<file path="src/rtl/dma_pkg.sv">
// Shared constants and FSM states for the mem2strm read-address engine.
package dma_pkg;

  localparam logic [1:0] AXI_BURST_INCR = 2'b01;
  localparam logic [2:0] AXI_SIZE_64    = 3'b011;
  localparam int         PAGE_WORDS     = 512;
  localparam int         MAX_BURST      = 16;

  typedef enum logic [1:0] {
    IDLE,
    CALC,
    ADDR,
    WAIT_DATA
  } state_t;

endpackage

</file>
<file path="src/rtl/dma_burst_len.sv">
// Burst sizing: smallest of configured burst, words left to request,
// and words left before the next 4 KB page boundary.
module dma_burst_len
  import dma_pkg::*;
#(
  parameter int LengthBits = 16
) (
  input  logic [4:0]            burst_cfg,
  input  logic [LengthBits-1:0] issue_left,
  input  logic [8:0]            page_off,
  output logic [4:0]            n
);

  logic [9:0] page_left;
  logic [4:0] m;

  always_comb begin
    page_left = 10'(PAGE_WORDS) - {1'b0, page_off};
    m = burst_cfg;
    if (issue_left < LengthBits'(m))
      m = issue_left[4:0];
    if (page_left < {5'd0, m})
      m = page_left[4:0];
    n = m;
  end

endmodule

</file>
<file path="src/rtl/dma_rd_addr_gen.sv">
// Read-side DMA core: splits a transfer into AXI INCR AR bursts under
// FIFO credit and tracks returning beats for done/remain/err status.
module dma_rd_addr_gen
  import dma_pkg::*;
#(
  parameter int AddrBits     = 32,
  parameter int LengthBits   = 16,
  parameter int BurstBits    = 5,
  parameter int FifoUsedBits = 7,
  parameter int FifoDepth    = 64
) (
  input  logic                    clk,
  input  logic                    rst,
  input  logic [AddrBits-1:0]     dma_start,
  input  logic [LengthBits-1:0]   dma_len,
  input  logic [BurstBits-1:0]    dma_burst,
  input  logic                    dma_valid,
  output logic                    dma_done,
  output logic [LengthBits-1:0]   dma_remain,
  output logic [LengthBits-1:0]   dma_curr_len,
  output logic [1:0]              dma_err,
  input  logic [FifoUsedBits-1:0] fifo_used,
  output logic [AddrBits-1:0]     m_araddr,
  output logic [7:0]              m_arlen,
  output logic [2:0]              m_arsize,
  output logic [1:0]              m_arburst,
  output logic                    m_arvalid,
  input  logic                    m_arready,
  input  logic                    rd_beat,
  input  logic [1:0]              rd_resp
);

  localparam int CW = LengthBits + 2;

  state_t                state, state_d;
  logic [AddrBits-1:0]   addr;
  logic [LengthBits-1:0] issue_left;
  logic [LengthBits-1:0] beat_left;
  logic [LengthBits-1:0] outstanding;
  logic [LengthBits-1:0] out_d;
  logic [4:0]            burst_cfg;
  logic [4:0]            burst_cl;
  logic [4:0]            n;
  logic [4:0]            n_ar;
  logic [CW-1:0]         need;
  logic                  start;
  logic                  credit_ok;
  logic                  ar_fire;
  logic                  beat_ok;
  logic                  last_beat;

  dma_burst_len #(
    .LengthBits(LengthBits)
  ) u_burst_len (
    .burst_cfg (burst_cfg),
    .issue_left(issue_left),
    .page_off  (addr[11:3]),
    .n         (n)
  );

  assign m_arsize   = AXI_SIZE_64;
  assign m_arburst  = AXI_BURST_INCR;
  assign dma_remain = beat_left;
  assign n_ar       = m_arlen[4:0] + 5'd1;
  assign need       = CW'(fifo_used) + CW'(outstanding) + CW'(n);
  assign credit_ok  = need <= CW'(FifoDepth);
  assign beat_ok    = (state != IDLE) && rd_beat
                   && (beat_left != '0);

  always_comb begin
    burst_cl = 5'(dma_burst);
    unique case (1'b1)
      (dma_burst == '0):             burst_cl = 5'd1;
      (int'(dma_burst) > MAX_BURST): burst_cl = 5'(MAX_BURST);
      default:                       burst_cl = 5'(dma_burst);
    endcase
  end

  always_comb begin
    state_d   = state;
    start     = 1'b0;
    ar_fire   = 1'b0;
    last_beat = 1'b0;
    unique case (state)
      IDLE: begin
        // config buffer swaps on the done edge; wait it out
        if (dma_valid && !dma_done) begin
          start = 1'b1;
          if (dma_len != '0)
            state_d = CALC;
        end
      end
      CALC: begin
        if (credit_ok)
          state_d = ADDR;
      end
      ADDR: begin
        if (m_arready) begin
          ar_fire = 1'b1;
          if (issue_left == LengthBits'(n_ar))
            state_d = WAIT_DATA;
          else
            state_d = CALC;
        end
      end
      WAIT_DATA: state_d = WAIT_DATA;
      default:   state_d = IDLE;
    endcase
    if (beat_ok && beat_left == LengthBits'(1)) begin
      last_beat = 1'b1;
      state_d   = IDLE;
    end
  end

  always_comb begin
    out_d = outstanding;
    if (ar_fire)
      out_d = out_d + LengthBits'(n_ar);
    if (beat_ok && (ar_fire || outstanding != '0))
      out_d = out_d - LengthBits'(1);
  end

  always_ff @(posedge clk) begin
    if (rst)
      state <= IDLE;
    else
      state <= state_d;
  end

  always_ff @(posedge clk) begin
    if (rst) begin
      addr         <= '0;
      issue_left   <= '0;
      beat_left    <= '0;
      outstanding  <= '0;
      burst_cfg    <= 5'd1;
      dma_done     <= 1'b0;
      dma_curr_len <= '0;
      dma_err      <= 2'b00;
      m_araddr     <= '0;
      m_arlen      <= '0;
      m_arvalid    <= 1'b0;
    end else begin
      dma_done    <= last_beat || (start && dma_len == '0);
      dma_err     <= (rd_beat && rd_resp != 2'b00) ? rd_resp : 2'b00;
      outstanding <= out_d;
      if (beat_ok)
        beat_left <= beat_left - LengthBits'(1);
      if (start) begin
        addr         <= {dma_start[AddrBits-1:3], 3'b000};
        issue_left   <= dma_len;
        beat_left    <= dma_len;
        dma_curr_len <= dma_len;
        burst_cfg    <= burst_cl;
        outstanding  <= '0;
      end
      if (state == CALC && credit_ok) begin
        m_araddr  <= addr;
        m_arlen   <= {3'b000, n - 5'd1};
        m_arvalid <= 1'b1;
      end
      if (ar_fire) begin
        m_arvalid  <= 1'b0;
        addr       <= addr + AddrBits'({n_ar, 3'b000});
        issue_left <= issue_left - LengthBits'(n_ar);
      end
      if (last_beat)
        m_arvalid <= 1'b0;
    end
  end

endmodule

</file>
<file path="config.mk">
export PLATFORM = sky130hd
export DESIGN_NAME = dma_rd_addr_gen
export DESIGN_NICKNAME = d
export VERILOG_FILES = /design/src/rtl/dma_pkg.sv /design/src/rtl/dma_burst_len.sv /design/src/rtl/dma_rd_addr_gen.sv
export SDC_FILE = /design/constraint.sdc
export NUM_CORES = 1
export LEC_CHECK = 0
export BUFFER_PORTS_ARGS = -buffer_cell sky130_fd_sc_hd__buf_2
export CAP_MARGIN = 20
export CORE_MARGIN = 5
export CORE_UTILIZATION = 55
export DETAILED_ROUTE_END_ITERATION = 6
export PLACE_DENSITY = 0.79
export SLEW_MARGIN = 0
export SYNTH_ARGS = -nofsm -noshare
export SYNTH_HDL_FRONTEND = slang
export SYNTH_SLANG_ARGS = --single-unit
</file>
<file path="constraint.sdc">
create_clock -name clk -period 8.15 [get_ports clk]
set_input_delay 0.4075 -clock clk [delete_from_list [all_inputs] [get_ports clk]]
set_output_delay 0.4075 -clock clk [all_outputs]
set_load 0.005 [all_outputs]
</file>
==> metrics <==
status=completed; via/cell ratio=slightly below 6; DR WL/cell=between 15 and 20 um; TritonCTS clock tree=yes; RePlAce Congestion=between 0.9 and 1; Final nets=1269; via total after detailed routing=8019; Hold-fix buffers, CTS=0; Initial Util=0.5544; Tcrit/Tclk final=0.9340; FF+latch count, synth=138; GR Util All Layers=0.2482; achievable frequency=0.1314 GHz; Core Region=15030 um2; post-route ant nets=0; num ports=148; post-synthesis sequential area ratio=0.3315; Synth cell types=67; Buffers on Ports=approximately 130; warnings from Yosys=0; Setup crit end kind=flip-flop; Critical path buffers and inverters=2; number of max-cap violations=0; mapped cell area=about 8300 um2; CTS Buf Count=17; DRT Pass-1 Iters=5; clk root buf=clkbuf_16; Clock Tree Buf Depth=2; FF-to-FF Start=issue_left[11]; Hold Fails Final Rpt=0; worst reg-to-reg setup slack=around 0.54 ns; Hold Path Depth=2; Pwr Total=~3.7 mW; worst vdd ir=0.2213 mV; PostCTS Resize Cnt=0; post-CTS setup buffers=0; Top Family by Delay on Critical Path=simple AND/OR/NAND/NOR gates; R2R cell count=26; initial antenna violation count=2; FILL cells=1318; Syn Inst Count=~1100; largest net degree at the start of global routing=83; slew margin rel.=0.3470; critical path's slowest cell=nor2_1; DP HPWL=16.06 mm; final setup fails=0; Reg-to-Reg End=m_arlen[2]; first-pass GRT wire length=between 30 and 40 mm; crit path max fanout=10; min-delay worst type=input pin to flip-flop; setup_tns=0 ns; clock skew=~0.013 ns; CTS sink cnt=approximately 140; unrepaired setup endpoints after global routing=false; Synth async-reset ratio=0; Hold EP=dma_err[0]; min-delay src=rd_resp[0]; prevailing post-synth register cell=dfxtp_1; Largest stage delay, worst path=0.62 ns; synthesized area per cell=7.930 um2; CP startpoint kind=flip-flop; EDFF count, synth=0; Final Core Density=0.6427; DRC errors left=0; Chip Height=about 130 um; Die Width=roughly 130 um; Worst EP arrival=roughly 7.9 ns; ANT cells=0; H-tree depth=4; vias in the first global route=7563; CP required=approximately 8.5 ns; GR Overflow Total=0; Starting DRT DRC Count=723; area grow syn2layout=15.93%; Period minus WS final=around 7.6 ns; die area=17720 um2; Pwr per Cell Area=~380 nW/um2; CTS clk-pin slew, worst paths=approximately 0.060 ns; Setup CP Type=flip-flop to flip-flop; fin. max-slew vios=0; row count=45; leakage=around 4.2 nW; worst slew pin tran=a little under 1 ns; final wirelength=~22 mm; share of cells above drive strength 1=0.1645; Clock Latency Late Sink=roughly 0.43 ns
[sequential cells by signal, indices dropped and copies added, names as in the netlist]
name,count
outstanding,16
m_araddr,29
state,2
issue_left,16
m_arvalid,1
dma_remain,16
dma_err,2
m_arlen,5
dma_curr_len,16
dma_done,1
addr,29
burst_cfg,5
[kinds of logic after synthesis]
kind of cell / count (synthesis) / synth area share
compound gates: 258 / 0.1983
buf+inv: 110 / 0.05600
simple gates: 408 / 0.2353
fa+ha+maj: 48 / 0.08017
other cells: 2 / 0.0009011
xor+xnor: 48 / 0.05044
flops: 138 / 0.3315
mux: 39 / 0.04744
[cell usage after synthesis (all sizes together), types with 7 or more instances]
master,count,share of area
a211oi,13,0.012
a21oi,85,0.051
a221oi,8,0.0084
a22oi,10,0.0090
a31oi,22,0.017
and3,18,0.014
buf,18,0.015
clkbuf,48,0.022
dfxtp,138,0.33
fa,9,0.022
ha,39,0.059
inv,44,0.020
mux2i,38,0.046
nand2,112,0.050
nand2b,10,0.0075
nand3,25,0.015
nand4,10,0.0075
nor2,126,0.057
nor2b,9,0.0068
nor3,37,0.022
nor3b,7,0.0069
nor4,19,0.016
o211ai,11,0.0099
o21a,7,0.0063
o21ai,49,0.030
o21bai,7,0.0063
or4,9,0.0095
xnor2,34,0.036
xor2,14,0.015
[layout make-up]
class,instances,area [um2],area share
Clock buffer,18,439.2,0.04545
Inverter,44,165.2,0.01709
Clock inverter,14,186.4,0.01930
Sequential cell,138,2763,0.2859
Timing Repair Buffer,141,728.2,0.07537
Tap cell,188,235.2,0.02435
Multi-Input combinational cell,812,5145,0.5325
[layout by cell type (no fill, tap or decap), types with 9 or more instances in the layout]
cell       synthesis  layout
ha_1              39      39
clkbuf_16          0      17
nand2_1          112     112
nor2_1           126     126
xnor2_1           34      34
dfxtp_1          138     138
inv_1             44      44
nand4_1           10      10
nor4_1            18      18
nor2b_1            9       9
xor2_1            14      14
o21ai_0           48      48
nand2b_1          10      10
a22oi_1           10      10
nor3_1            37      36
buf_2              4     132
a21oi_1           85      85
o211ai_1          11      11
fa_1               9       9
and3_1            18      18
a211oi_1          13      13
nand3_1           25      25
buf_4             11       9
conb_1             2      11
mux2i_1           37      37
a31oi_1           22      22
[report_power, final]
part | leakage, nW | total [mW] | switching [mW] | internal (mW)
registers | 1.13 | 1.03 | 0.198 | 0.828
clock network | 0.294 | 0.818 | 0.321 | 0.497
logic | 2.81 | 1.81 | 1.06 | 0.757
[stage by stage]
stage | std cells | area (um2) | setup WS, ns | hold WS [ns]
detailed placement | 1323 | 9036 | 0.7021 | 0.4442
global placement | 1323 | 9036 | 0.8570 | 0.4398
finish | 1355 | 9662 | 0.5376 | 0.2186
floorplan | 1060 | 8368 | 1.563 | 0.4283
CTS | 1355 | 9662 | 0.6557 | 0.2037
global route | 1355 | 9662 | 0.1400 | 0.2126
[worst max path at each step]
| stage | startpoint | end | depth (start not counted) |
|---|---|---|---|
| 2_1_floorplan | issue_left[11] | m_araddr[27] | 27 |
| 3_3_place_gp | issue_left[11] | m_araddr[25] | 27 |
| 3_5_place_dp | issue_left[11] | m_arlen[2] | 26 |
| 4_1_cts | issue_left[11] | m_arlen[2] | 26 |
| 5_1_grt | issue_left[11] | m_arlen[2] | 26 |
| 6_report | issue_left[11] | m_arlen[2] | 26 |
[per-layer routing]
metal | GRT usage | vias to the layer above | wire [um]
met2 | 0.4111 | 308 | 10770
met1 | 0.3134 | 3706 | 9537
met4 | 0.09029 | 4 | 495
li1 | - | 3956 | -
met3 | 0.06458 | 45 | 1605
met5 | 0 | - | 14
Note: power is estimated with default switching activity, not from simulation.
